==> src/rtl/audio_note_sequencer.sv <==
// Jingle sequencer: walks a per-song note table and presents one note code per
// entry for dur*BEAT_CYCLES cycles, separated by one silent load cycle.
module audio_note_sequencer #(
  parameter int NUM_SONGS   = 8,
  parameter int SEL_W       = 3,
  parameter int MAX_NOTES   = 8,
  parameter int BEAT_CYCLES = 4,
  parameter logic [NUM_SONGS*MAX_NOTES*8-1:0] SONG_TABLE = {
    64'h8181818181818181,  // song 7: empty
    64'h8181812131615161,  // song 6: G F G D C
    64'h8181615161514121,  // song 5: C E F G F G
    64'h8181818181813151,  // song 4: F D
    64'h8181818151213131,  // song 3: D D C F
    64'h8181818181812111,  // song 2: B C
    64'h8181818181818181,  // song 1: empty
    64'h8181818181818181   // song 0: empty
  }
) (
  input  logic             clk,
  input  logic             reset,
  input  logic             start,
  input  logic [SEL_W-1:0] song_sel,
  input  logic             loop_en,
  input  logic             abort,
  output logic [3:0]       note_sel,
  output logic             note_valid,
  output logic             busy,
  output logic             seq_end
);

  localparam int BW = $clog2(BEAT_CYCLES + 1);
  localparam int IW = $clog2(MAX_NOTES + 1);

  // Handshake: start and abort are single-cycle requests sampled on every rising
  // edge with no ready; abort beats start, start beats every internal transition.
  typedef enum logic [1:0] {S_IDLE, S_LOAD, S_PLAY} state_t;

  state_t           state_q, state_d;
  logic [SEL_W-1:0] song_q, song_d;
  logic             loop_q, loop_d;
  logic [IW-1:0]    index_q, index_d;
  logic [BW-1:0]    beat_q, beat_d;
  logic [3:0]       beats_q, beats_d;
  logic [3:0]       note_sel_q, note_sel_d;
  logic             note_valid_q, note_valid_d;
  logic             busy_q, busy_d;
  logic             seq_end_q, seq_end_d;

  logic [7:0] entry;
  logic [3:0] dur_eff;
  logic       at_end;

  // Songs outside the table and reads past the last entry behave as an end code.
  always_comb begin
    entry = 8'h80;
    if (int'(song_q) < NUM_SONGS && int'(index_q) < MAX_NOTES)
      entry = SONG_TABLE[(int'(song_q) * MAX_NOTES + int'(index_q)) * 8 +: 8];
  end

  assign dur_eff = (entry[3:0] == 4'd0) ? 4'd1 : entry[3:0];
  assign at_end  = (entry[7:4] == 4'd8) || (index_q == IW'(MAX_NOTES));

  always_comb begin
    state_d      = state_q;
    song_d       = song_q;
    loop_d       = loop_q;
    index_d      = index_q;
    beat_d       = beat_q;
    beats_d      = beats_q;
    note_sel_d   = note_sel_q;
    note_valid_d = note_valid_q;
    busy_d       = busy_q;
    seq_end_d    = 1'b0;

    if (abort) begin
      state_d      = S_IDLE;
      index_d      = '0;
      beat_d       = '0;
      beats_d      = '0;
      note_sel_d   = 4'd7;
      note_valid_d = 1'b0;
      busy_d       = 1'b0;
    end else if (start) begin
      state_d      = S_LOAD;
      song_d       = song_sel;
      loop_d       = loop_en;
      index_d      = '0;
      beat_d       = '0;
      beats_d      = '0;
      note_sel_d   = 4'd7;
      note_valid_d = 1'b0;
      busy_d       = 1'b1;
    end else begin
      unique case (state_q)
        S_IDLE: begin
          note_sel_d   = 4'd7;
          note_valid_d = 1'b0;
          busy_d       = 1'b0;
        end
        S_LOAD: begin
          if (at_end) begin
            if (loop_q && index_q != '0) begin
              index_d = '0;
            end else begin
              state_d   = S_IDLE;
              index_d   = '0;
              busy_d    = 1'b0;
              seq_end_d = 1'b1;
            end
          end else begin
            state_d      = S_PLAY;
            beat_d       = '0;
            beats_d      = dur_eff - 4'd1;
            note_valid_d = (entry[7:4] <= 4'd6);
            note_sel_d   = (entry[7:4] <= 4'd6) ? entry[7:4] : 4'd7;
          end
        end
        S_PLAY: begin
          if (beat_q == BW'(BEAT_CYCLES - 1)) begin
            beat_d = '0;
            if (beats_q == 4'd0) begin
              state_d      = S_LOAD;
              index_d      = index_q + IW'(1);
              note_sel_d   = 4'd7;
              note_valid_d = 1'b0;
            end else begin
              beats_d = beats_q - 4'd1;
            end
          end else begin
            beat_d = beat_q + BW'(1);
          end
        end
        default: state_d = S_IDLE;
      endcase
    end
  end

  always_ff @(posedge clk) begin
    if (reset) begin
      state_q      <= S_IDLE;
      song_q       <= '0;
      loop_q       <= 1'b0;
      index_q      <= '0;
      beat_q       <= '0;
      beats_q      <= '0;
      note_sel_q   <= 4'd7;
      note_valid_q <= 1'b0;
      busy_q       <= 1'b0;
      seq_end_q    <= 1'b0;
    end else begin
      state_q      <= state_d;
      song_q       <= song_d;
      loop_q       <= loop_d;
      index_q      <= index_d;
      beat_q       <= beat_d;
      beats_q      <= beats_d;
      note_sel_q   <= note_sel_d;
      note_valid_q <= note_valid_d;
      busy_q       <= busy_d;
      seq_end_q    <= seq_end_d;
    end
  end

  assign note_sel   = note_sel_q;
  assign note_valid = note_valid_q;
  assign busy       = busy_q;
  assign seq_end    = seq_end_q;

endmodule

==> config.mk <==
export PLATFORM = sky130hd
export DESIGN_NAME = audio_note_sequencer
export DESIGN_NICKNAME = d
export VERILOG_FILES = /design/src/rtl/audio_note_sequencer.sv
export SDC_FILE = /design/constraint.sdc
export NUM_CORES = 1
export LEC_CHECK = 0
export CORE_MARGIN = 2
export CORE_UTILIZATION = 40
export DETAILED_ROUTE_END_ITERATION = 8
export SKIP_CTS_REPAIR_TIMING = 1
export SYNTH_ARGS = -nofsm -noshare
export SYNTH_HDL_FRONTEND = slang
export SYNTH_SLANG_ARGS = --single-unit
==> constraint.sdc <==
create_clock -name clk -period 8.1 [get_ports clk]
set_clock_uncertainty 0.15 [all_clocks]
set_input_delay 0.81 -clock clk [delete_from_list [all_inputs] [get_ports clk]]
set_output_delay 0.81 -clock clk [all_outputs]
set_load 0.005 [all_outputs]
==> results.json <==
{
  "chipWidth_um": 68.60,
  "postSynthRegisterBits": 24,
  "critPathKind": "reg2reg",
  "floorplan.core_area_um2": 4000,
  "cp_max_fo": 10,
  "leakage_nw": 0.7040,
  "fmax_mhz": 338.1,
  "synthesis.nets": 224,
  "antennaDiodeCount": 0,
  "dieArea_um2": 4705,
  "post_layout_nonfiller_instances": 262,
  "synth_most_common_cell": "sky130_fd_sc_hd__dfxtp_1",
  "drt-vias-per-instance": 5.695,
  "post_synth_mux_area_share_pct": 6.372,
  "max_cap_violations": 0,
  "fin_tns_setup_ps": 0,
  "grt_overflow": 0,
  "drt-wirelength-per-cell_um": 15.05,
  "grt_setup_unrepaired": "no",
  "comb_power_share_pct": 13.3,
  "power_density_nw_per_um2": 137.7,
  "synthXorXnorAreaFrac_pct": 1.049,
  "totalPowerFinal_mw": 0.2635,
  "non_filler_cell_area_final_um2": 1913,
  "power.sequential.fraction_pct": 45.9,
  "flow.area_growth_from_synthesis_pct": 14.62,
  "worstHoldStart": "beats_q[3]$_SDFFE_PP0P_",
  "synthTopCellsByArea": "sky130_fd_sc_hd__dfxtp_1, sky130_fd_sc_hd__ha_1, sky130_fd_sc_hd__nand2_1, sky130_fd_sc_hd__mux2i_1, sky130_fd_sc_hd__nor2_1",
  "timing.final.hold_violations": 0,
  "multiInputGateArea_um2": 1121,
  "synth.cells.most_frequent": "sky130_fd_sc_hd__dfxtp_1, sky130_fd_sc_hd__nand2_1, sky130_fd_sc_hd__ha_1, sky130_fd_sc_hd__nor2_1, sky130_fd_sc_hd__a21oi_1",
  "transition_time_at_the_pin_with_the_least_slew_margin_ps": 652.7,
  "clock_power_share_pct": 40.8,
  "design.final.nets": 236,
  "synthCells": 201,
  "relSlewSlack_pct": 56.49,
  "cts_made_buffers": 3,
  "min_period_over_period_pct": 36.51,
  "synth.avg_cell_area_um2": 8.304,
  "remaining_number_of_nets_flagged_by_the_antenna_check_after_routing": 0,
  "wirelength_um": 3944,
  "synth-async-reset-ratio_pct": 0,
  "grt_util_all_layers_pct": 18.14,
  "clock_insertion_delay_worst_skew_ps": 270,
  "buffer_ports.inserted": 14,
  "vias": 1492,
  "clock_pin_slew_of_the_registers_on_the_worst_case_setup_and_hold_paths_ps": 90,
  "critPathRequiredTime_ps": 8120,
  "yosysTopAreaCell": "sky130_fd_sc_hd__dfxtp_1",
  "synthSimpleGateAreaFrac_pct": 20.91,
  "reg2regPathDepth": 9,
  "synth.distinct_cells": 52,
  "power.switching_mw": 0.06316,
  "min_path_type": "reg2reg",
  "outcome": "finished, final reports clean",
  "clockBufferDepth": 2,
  "drcViolationCount": 0,
  "synth_adder_area_share_pct": 11.24,
  "synth.cell_area_um2": 1669,
  "global_route_wire_length_before_repair_um": 6527,
  "min_path_cells": 2,
  "crit_path_end_kind": "flop",
  "p_sw_share_pct": 23.97,
  "peakVddDrop_uv": 104.2,
  "synth_area_in_compound_gates_pct": 27.59,
  "fillerInstances": 387,
  "gpl.final_weighted_congestion": 0.9588,
  "cts-root-buf": "sky130_fd_sc_hd__clkbuf_8",
  "numPlacedInstances": 258,
  "critPathLaunchType": "flop",
  "initial_core_util_pct": 41.73,
  "clock_sinks": 24,
  "finalSetupViolCount": 0,
  "io_pins": 15,
  "internal_power_mw": 0.2003,
  "placement.cell_area_um2": 1842,
  "drt_pre_antenna_iters": 4,
  "grt_pass1_vias": 1407,
  "fp-row-count": 23,
  "place_hpwl_um": 2992,
  "antenna_found_initial": 0,
  "timing.final.crit_period_ps": 2958,
  "synth_edf_count": 0,
  "critical_path.reg2reg.startpoint": "index_q[3]$_SDFFE_PP0P_",
  "synthFlopType": "sky130_fd_sc_hd__dfxtp_1",
  "fin_util_pct": 47.83,
  "ys_seq_area_share_pct": 28.79,
  "detailedRoute.firstIterationViolations": 55,
  "register_area_um2": 480.5,
  "finalMaxSlewViolations": 0,
  "grt_max_degree": 20,
  "worst_ep_arrival_time_ps": 2970,
  "cts_tree": "yes",
  "synth_top_area_share_pct": 28.79,
  "ctsHtreeMaxLevel": 1,
  "critical_path.startpoint": "index_q[3]$_SDFFE_PP0P_",
  "drive_above_1_share_pct": 8.491,
  "fp.dieH_um": 68.60,
  "combinational_family_with_the_most_area_after_synthesis": "compound AO/OA/AOI/OAI gates",
  "ys_warn_count": 0
}
==> cells in the final DEF, fill, tap and decap left out, types with 2 or more instances in the layout <==
master / instances
sky130_fd_sc_hd__a21oi_2: 3
sky130_fd_sc_hd__and3_1: 3
sky130_fd_sc_hd__a21o_1: 2
sky130_fd_sc_hd__clkbuf_8: 3
sky130_fd_sc_hd__o21ai_0: 8
sky130_fd_sc_hd__a211oi_1: 3
sky130_fd_sc_hd__a21boi_0: 4
sky130_fd_sc_hd__nor2_1: 15
sky130_fd_sc_hd__nand3_1: 7
sky130_fd_sc_hd__a311oi_1: 2
sky130_fd_sc_hd__a21oi_1: 10
sky130_fd_sc_hd__and2_1: 2
sky130_fd_sc_hd__dfxtp_1: 24
sky130_fd_sc_hd__nor3_1: 4
sky130_fd_sc_hd__nand2_1: 22
sky130_fd_sc_hd__o211ai_1: 3
sky130_fd_sc_hd__nor2b_1: 2
sky130_fd_sc_hd__or4_1: 3
sky130_fd_sc_hd__nand2b_1: 7
sky130_fd_sc_hd__ha_1: 15
sky130_fd_sc_hd__inv_1: 8
sky130_fd_sc_hd__nand4_1: 2
sky130_fd_sc_hd__a211o_1: 2
sky130_fd_sc_hd__o21ai_1: 3
sky130_fd_sc_hd__a31oi_1: 6
sky130_fd_sc_hd__clkdlybuf4s50_1: 14
sky130_fd_sc_hd__mux2i_1: 8
sky130_fd_sc_hd__or2_2: 2
==> worst max-delay path, cell delays in order (launching register included) <==
cell and delay, ps:
sky130_fd_sc_hd__dfxtp_1 470, sky130_fd_sc_hd__ha_1 220, sky130_fd_sc_hd__ha_1 330, sky130_fd_sc_hd__and2b_1 240, sky130_fd_sc_hd__a31oi_1 180, sky130_fd_sc_hd__o2bb2ai_1 180, sky130_fd_sc_hd__a211oi_2 380, sky130_fd_sc_hd__nand2_2 230
sky130_fd_sc_hd__and2_1 240, sky130_fd_sc_hd__o31a_1 240
==> power by group through the flow <==
| stage | sequential, mW | clock [mW] | combinational (mW) |
|---|---|---|---|
| floorplan | 0.123 | 0 | 0.0238 |
| finish | 0.121 | 0.108 | 0.0350 |
| detailed placement | 0.124 | 0 | 0.0347 |
| CTS | 0.121 | 0.109 | 0.0351 |
| global placement | 0.124 | 0 | 0.0344 |
| global route | 0.121 | 0.114 | 0.0384 |
==> routing by layer <==
metal / share of wire, % / global-route usage, % / vias up
met3: 4.1 / 2.597 / 4
li1: - / - / 751
met4: 0.66 / 4.250 / 0
met5: 0 / 0 / -
met2: 48 / 32.57 / 28
met1: 47 / 22.71 / 709
==> flip-flops by register name, indices dropped and copies added (netlist names) <==
register and flops:
beat_q 3, note_sel 4, loop_q 1, beats_q 4
seq_end 1, note_valid 1, song_q 3, state_q 2
index_q 4, busy 1
==> worst paths after layout <==
kind | endpoint | slack, ps
setup / recovery | note_sel[2]$_SDFFE_PP1P_ | 5140
setup reg to reg | note_sel[2]$_SDFFE_PP1P_ | 5140
hold reg to reg | beats_q[3]$_SDFFE_PP0P_ | 280
hold / removal | beats_q[3]$_SDFFE_PP0P_ | 280
==> cell type report <==
| type | count | share of cell area, % |
|---|---|---|
| timing repair buffer | 15 | 7.718 |
| tap | 50 | 3.270 |
| clock inverter | 1 | 1.570 |
| multi-input combinational | 161 | 58.60 |
| clock buffer | 3 | 2.158 |
| sequential | 24 | 25.11 |
| inverter | 8 | 1.570 |
==> stage by stage <==
step	worst slack, ps	hold WS [ps]
after floorplan	5439	256.4
after global placement	5200	268.4
after detailed placement	5171	272.5
after CTS	5150	285.6
after global routing	4895	314.3
final	5142	281.4
==> kinds of logic after synthesis <==
logic type / after synthesis
XOR/XNOR: 2
AND/OR/NAND/NOR: 72
multiplexers: 10
flip-flops: 24
AO/OA/AOI/OAI: 62
buffers and inverters: 16
adder cells (fa/ha/maj): 15
Power figures use the tool's default switching activity.
